File: config.mk
export PLATFORM = sky130hd
export DESIGN_NAME = vfu_req_sequencer
export DESIGN_NICKNAME = d
export VERILOG_FILES = /design/src/rtl/vfu_req_sequencer.sv
export SDC_FILE = /design/constraint.sdc
export NUM_CORES = 1
export LEC_CHECK = 0
export ABC_CLOCK_PERIOD_IN_PS = 2500
export CORE_AREA = 2 2 101 103
export CTS_CLUSTER_DIAMETER = 100
export DETAILED_ROUTE_END_ITERATION = 8
export DIE_AREA = 0 0 103 105
export GPL_TIMING_DRIVEN = 0
export PLACE_DENSITY = 0.61
export SYNTH_ARGS = -nofsm -noshare
export SYNTH_HDL_FRONTEND = slang
export SYNTH_SLANG_ARGS = --single-unit
File: constraint.sdc
create_clock -name clk_i -period 2.5 [get_ports clk_i]
set_input_delay 0.75 -clock clk_i [delete_from_list [all_inputs] [get_ports clk_i]]
set_output_delay 0.75 -clock clk_i [all_outputs]
set_load 0.02 [all_outputs]
File: src/rtl/vfu_req_sequencer.sv
// vfu_req_sequencer: splits one VFU request into lane-width beats, then pulses a done report.
// Define VFU_SEQ_BACKTOBACK_EN to also accept requests in DONE, removing the bubble between instructions.
package vfu_pkg;
  typedef logic [4:0]  vop_t;
  typedef logic [1:0]  vew_t;
  typedef logic [9:0]  vlb_t;
  typedef logic [7:0]  vrf_addr_t;
  typedef logic [15:0] scalar_t;
  typedef logic [3:0]  insn_id_t;
  typedef logic [4:0]  vreg_t;
  typedef struct packed {
    vop_t      vop;
    vew_t      vew;
    vlb_t      vlB;
    logic [1:0] use_vs;
    vrf_addr_t waddr;
    scalar_t   scalar_op;
    insn_id_t  insn_id;
    vreg_t     vd;
  } vfu_req_t;
endpackage

module vfu_req_sequencer
  import vfu_pkg::*;
#(
  parameter int LaneBytes = 8,
  parameter int VlBWidth  = $bits(vlb_t)
) (
  input  logic            clk_i,
  input  logic            rst_i,
  input  logic            vfu_req_valid_i,
  output logic            vfu_req_ready_o,
  input  vfu_req_t        vfu_req_i,
  input  logic [1:0]      opq_valid_i,
  output logic [1:0]      opq_ready_o,
  output logic            beat_valid_o,
  input  logic            beat_ready_i,
  output vop_t            beat_vop_o,
  output vew_t            beat_vew_o,
  output scalar_t         beat_scalar_o,
  output insn_id_t        beat_id_o,
  output vrf_addr_t       beat_waddr_o,
  output logic [LaneBytes-1:0] beat_be_o,
  output logic            beat_last_o,
  output logic            done_o,
  output insn_id_t        done_id_o,
  output logic            done_use_vd_o,
  output vreg_t           done_vd_o
);
  typedef enum logic [1:0] {IDLE, RUN, DONE} state_t;
  localparam logic [VlBWidth-1:0] LB = VlBWidth'(LaneBytes);
  state_t               r_state;
  vop_t                 r_vop;
  vew_t                 r_vew;
  scalar_t              r_scalar;
  insn_id_t             r_id;
  vreg_t                r_vd;
  logic [1:0]           r_use;
  logic [VlBWidth-1:0]  r_rem;
  vrf_addr_t            r_addr;
  logic                 w_accept, w_fire, w_last;
  logic [VlBWidth-1:0]  w_rem_nxt;
`ifdef VFU_SEQ_BACKTOBACK_EN
  assign vfu_req_ready_o = (r_state == IDLE) || (r_state == DONE);
`else
  assign vfu_req_ready_o = (r_state == IDLE);
`endif
  assign w_accept      = vfu_req_valid_i && vfu_req_ready_o;
  assign beat_valid_o  = (r_state == RUN) && &(opq_valid_i | ~r_use);
  assign w_fire        = beat_valid_o && beat_ready_i;
  assign opq_ready_o   = {2{w_fire}} & r_use;
  assign w_last        = r_rem <= LB;
  assign w_rem_nxt     = r_rem > LB ? r_rem - LB : '0;
  assign beat_last_o   = (r_state == RUN) && w_last;
  assign beat_waddr_o  = r_addr;
  assign beat_vop_o    = r_vop;
  assign beat_vew_o    = r_vew;
  assign beat_scalar_o = r_scalar;
  assign beat_id_o     = r_id;
  assign done_o        = r_state == DONE;
  assign done_use_vd_o = r_state == DONE;
  assign done_id_o     = r_id;
  assign done_vd_o     = r_vd;
  // byte i is live while more than i bytes remain
  for (genvar i = 0; i < LaneBytes; i++) begin : g_be
    assign beat_be_o[i] = r_rem > VlBWidth'(i);
  end
  always_ff @(posedge clk_i) begin
    if (rst_i) begin
      r_state  <= IDLE;
      r_vop    <= '0;
      r_vew    <= '0;
      r_scalar <= '0;
      r_id     <= '0;
      r_vd     <= '0;
      r_use    <= '0;
      r_rem    <= '0;
      r_addr   <= '0;
    end else if (w_accept) begin
      r_vop    <= vfu_req_i.vop;
      r_vew    <= vfu_req_i.vew;
      r_scalar <= vfu_req_i.scalar_op;
      r_id     <= vfu_req_i.insn_id;
      r_vd     <= vfu_req_i.vd;
      r_use    <= vfu_req_i.use_vs;
      r_rem    <= VlBWidth'(vfu_req_i.vlB);
      r_addr   <= vfu_req_i.waddr;
      r_state  <= vfu_req_i.vlB == '0 ? DONE : RUN;
    end else if (w_fire) begin
      r_addr   <= r_addr + 1'b1;
      r_rem    <= w_rem_nxt;
      r_state  <= w_last ? DONE : RUN;
    end else if (r_state == DONE) begin
      r_state  <= IDLE;
    end
  end
endmodule

# After elaboration in Yosys (flattened, before gate mapping)
# Index checks and enable logic that the tools add are counted.
[op_classes]
addsub = 2
bitwise = 3
eq_ne = 2
magnitude_cmp = 10
mux = 10
reduce_logical = 9
[op_table]
columns = ["operator", "n"]
rows = [
  ["10-bit by 3-bit greater-than comparator with 1-bit output, second input constant", 4],
  ["10-bit 2-to-1 mux", 3],
  ["10-bit by 1-bit greater-than comparator with 1-bit output, second input constant", 2],
  ["10-bit by 2-bit greater-than comparator with 1-bit output, second input constant", 2],
  ["8-bit 2-to-1 mux", 2],
  ["10-bit by 4-bit greater-than comparator with 1-bit output, second input constant", 1],
  ["10-bit by 4-bit less-or-equal comparator with 1-bit output, second input constant", 1],
  ["10-bit logical NOT", 1],
  ["2-bit 2-to-1 mux", 5],
  ["10-bit by 4-bit subtractor with 10-bit output, second input constant", 1],
  ["8-bit by 1-bit adder with 8-bit output, second input constant", 1],
  ["1-bit logical AND", 4],
  ["3-bit nonzero test", 1],
  ["2-bit bitwise AND", 1],
  ["2-bit by 1-bit equality test with 1-bit output, second input constant", 1],
  ["2-bit equality test, second input constant", 1],
  ["2-bit logical NOT", 1],
  ["2-bit NOT", 1],
  ["2-bit bitwise OR", 1],
  ["2-bit AND reduction", 1],
  ["2-bit nonzero test", 1],
]
[word_totals]
output_inout_bits = 59
ff_bits = 54
in_bits = 58
wordCells = 45

# Depth between registers and ports, before layout
[logic_depth]
word_depth = 7
mapped_depth = 6
depth_no_buf = 6

# Least setup slack after synthesis
# No wires, ideal clock.
[synth_path]
path_type = "reg-to-output"
from = "reg r_rem[5]"
to = "out beat_be_o[6]"
setup_slack_ns = -0.255
path_stages_with_launch = 6
n_path_buf = 0
required_ns = 1.750
arrival_ns = 2.005
cell_sequence = "dfxtp_1 -> or4_4 -> or3_1 -> nand2b_1 -> nand2b_1 -> a21boi_0"
[synth_via]
elab_chain_cells = 1
[synth_lines]
columns = ["element", "line", "text"]
rows = [
  ["start: declaration", "59", "logic [VlBWidth-1:0] r_rem;"],
  ["start signal: assignment", "106", "r_rem <= VlBWidth'(vfu_req_i.vlB);"],
  ["start signal: assignment", "111", "r_rem <= w_rem_nxt;"],
  ["10-bit by 3-bit greater-than comparator with 1-bit output", "86", "assign beat_be_o[i] = r_rem > VlBWidth'(i);"],
  ["end: declaration", "43", "output logic [LaneBytes-1:0] beat_be_o,"],
]
# No other way between the ends.

# Worst setup path after layout
[layout_path]
from = "reg r_rem[5]"
to = "out beat_be_o[1]"
[layout_via]
elab_chain_cells = 1
[layout_lines]
columns = ["element", "line"]
rows = [
  ["10-bit by 1-bit greater-than comparator with 1-bit output", "86"],
]
# No other way between the ends.

==> impl_metrics.ini <==
[worst_setup_path]
worstSetupStartpoint = r_rem[5]
r2r_slack_ns = 0.28
critPathLaunchType = flop
cp_data_arrival_time_ns = 2.18
endpoint_kind = output pin
r2r_cells = 7
r2r_start = r_rem[5]
r2r_end = r_rem[4]
required_ns = 1.75
crit_fanout = 4
critPathKind = reg2out

[global_routing]
grt_start_max_net_pins = 18
use_met1_pct = 18.2
use_met2_pct = 24.1
grt_use_total_pct = 14.4
met3_usage_pct = 3.81
gr-total-overflow = 0
grt_pass1_vias = 2597
busiest_layer = met2
grt_pass1_wl_mm = 12.5
antenna_found_initial = 0

[final_layout]
antenna_cells = 0
fin_nets = 503
fill_cells = 1010
fin_area_um2 = 3930
area_growth_pct = 65.4
drive_gt1_share_pct = 11.7
finalNonFillerCells = 577

[placement]
placed_area_um2 = 3710
io_buffers = 115
dp_cells = 562
dp.final_hpwl_mm = 5.67
gp_congestion = 0.860

[clock_tree]
insertion_delay_ns = 0.31
clock-sinks = 54
numCtsBuffers = 5
root_buffer = clkbuf_8
clock_path_buffers = 2
cts_tree = built
cts-htree-levels = 2
path_clk_slew_ns = 0.10
hold_buffers = 0

[hold_path]
holdCritPathClass = reg2reg
min_to = beat_scalar_o[3]
worstHoldPathCells = 2
min_from = beat_scalar_o[3]

[power]
pwr_density_cell_nw_per_um2 = 611
p_int_mw = 1.59
leakage_nw = 1.47
swShare_pct = 34.0
p_clk_share_pct = 21.1
power_frac_comb_pct = 37.4
seqPwrFrac_pct = 41.5
power_switching_mw = 0.816
ir_worst_vdd_uv = 269

[floorplan]
num_io_pins = 117
die_height_um = 105
rows = 36
initial_core_util_pct = 24.7
die-area_um2 = 10800
coreArea_um2 = 9640
die_w_um = 103

[timing]
maxSlewViolCount = 0
finalClockSkew_ns = 0.00366
rsz0062_at_grt = true
setup_tns_ns = -3.21
hold_slack_ns = 0.459
fmaxAchievable_mhz = 341
hold_viol_final = 0
timing.final.ws_setup_ns = -0.433
setup_viol = 9
relSlewSlack_pct = 54.3
tightest_slew_ns = 0.682
fin_crit_ns = 2.93
period_share_pct = 117

[logic_synthesis]
synth_top_family_by_area = simple AND/OR/NAND/NOR gates
syn_area_um2 = 2380
synth_cell_type_count = 40
synth-edff-count = 0
muxShareOfSynthArea_pct = 0
syn-num-nets = 374
synth_warnings = 0
synth-simple-area-share_pct = 28.4
ys_ff_latch = 54
async_flop_share_pct = 0
synth_compound_area_share_pct = 17.6
syn_area_per_cell_um2 = 7.57
synth-xor-area-share_pct = 1.47
ys.flop_type = dfxtp_1
synth_cells = 314
synth-seq-area-share_pct = 45.5
synthAdderAreaFrac_pct = 1.05

[run_status]
violations = negative setup slack
status = finished, violations left

[drt]
vias = 2649
drtIter0Drc = 90
ant_nets = 0
avgViaCountPerCell = 4.59
postRouteWirelength_mm = 7.79
drt-pass1-iter-count = 5
drc = 0
routedWlPerCell_um = 13.5

[job]
drv_cap = 0
[metal layers]
metal / vias to the layer above / routed length, um
li1: 1316 / -
met1: 1217 / 3450
met2: 103 / 3600
met3: 13 / 636
met4: 0 / 100
met5: - / 0
[worst max-delay path, stage by stage, from the launching register on]
cell	delay, ns
dfxtp_4	0.36
or4_4	0.53
or3_4	0.34
nand2b_4	0.17
or3_4	0.33
buf_6	0.14
[sequential cells by signal (all words and copies together), names as in the netlist]
name	flops
beat_scalar_o	16
r_rem	10
beat_waddr_o	8
beat_vop_o	5
done_vd_o	5
beat_id_o	4
beat_vew_o	2
r_state	2
r_use	2
[cell usage in the layout (no fill, tap or decap), types with 3 or more instances in the layout]
master / n
a2bb2oi_1: 3
nand2b_4: 4
nor3_1: 4
dlygate4sd2_1: 4
and2_4: 3
nor4_1: 3
clkbuf_1: 16
clkdlybuf4s50_1: 100
inv_1: 6
dfxtp_1: 52
a21oi_1: 44
nand3_1: 9
o21ai_0: 5
buf_4: 11
or3_1: 3
nor2_1: 18
nand2_1: 87
a31oi_1: 7
nand4_1: 3
a22oi_1: 3
buf_6: 12
clkbuf_8: 5
[layout make-up]
type	count	area (um^2)	area share, %
Sequential cell	54	1090	27.6
Inverter	7	26.3	0.668
Clock buffer	5	68.8	1.75
Tap cell	133	166	4.23
Buffer	24	138	3.50
Multi-Input combinational cell	229	1220	30.9
Clock inverter	3	21.3	0.541
Timing Repair Buffer	122	1210	30.8
[power groups by stage]
stage               registers (mW)  logic [mW]  clock network [mW]
floorplan                     1.07       0.385                   0
CTS                          0.996       0.859               0.528
global placement              1.01       0.820                   0
finish                       0.997       0.900               0.506
global route                  1.01       0.976               0.563
detailed placement            1.01       0.828                   0
[worst max path at each step]
stage,endpoint,slack [ns]
floorplan,beat_be_o[6],0.006
global placement,opq_ready_o[0],-1.09
detailed placement,opq_ready_o[1],-1.07
CTS,beat_be_o[1],-0.44
global route,beat_be_o[1],-0.48
finish,beat_be_o[1],-0.43
[through the flow]
| step | setup WS (ns) | total power [mW] | utilization (%) |
|---|---|---|---|
| floorplan | 0.00570 | 1.45 | - |
| global placement | -1.09 | 1.83 | 38.5 |
| detailed placement | -1.07 | 1.84 | 38.5 |
| CTS | -0.439 | 2.38 | 40.2 |
| global route | -0.484 | 2.55 | 40.8 |
| finish | -0.433 | 2.40 | 40.8 |
[cells by family after synthesis]
group,after synthesis
flops,54
fa+ha+maj,2
xor+xnor,4
compound gates,72
buf+inv,31
simple gates,151
[cell usage after synthesis (3+ instances only)]
master / number / area [um^2]
and2_1: 3 / 18.8
nand3_1: 9 / 45.0
buf_4: 5 / 37.5
o21ai_0: 5 / 25.0
a21oi_1: 44 / 220
nand2b_1: 5 / 31.3
nand4_1: 3 / 18.8
nor4_1: 3 / 18.8
a31oi_1: 7 / 43.8
nand2_1: 89 / 334
or3_1: 5 / 31.3
nor3_1: 4 / 20.0
inv_1: 7 / 26.3
a2bb2oi_1: 3 / 26.3
dfxtp_1: 54 / 1080
a22oi_1: 3 / 22.5
clkbuf_1: 17 / 63.8
nor2_1: 19 / 71.3
[what timing repair did]
item,4_1_cts,5_1_grt
setup buffers,5,3
setup endpoints to repair,18,11
cloned,0,0
resized for setup,75,14
pin swaps,2,3
No activity file was read; power rests on OpenSTA's default activity.
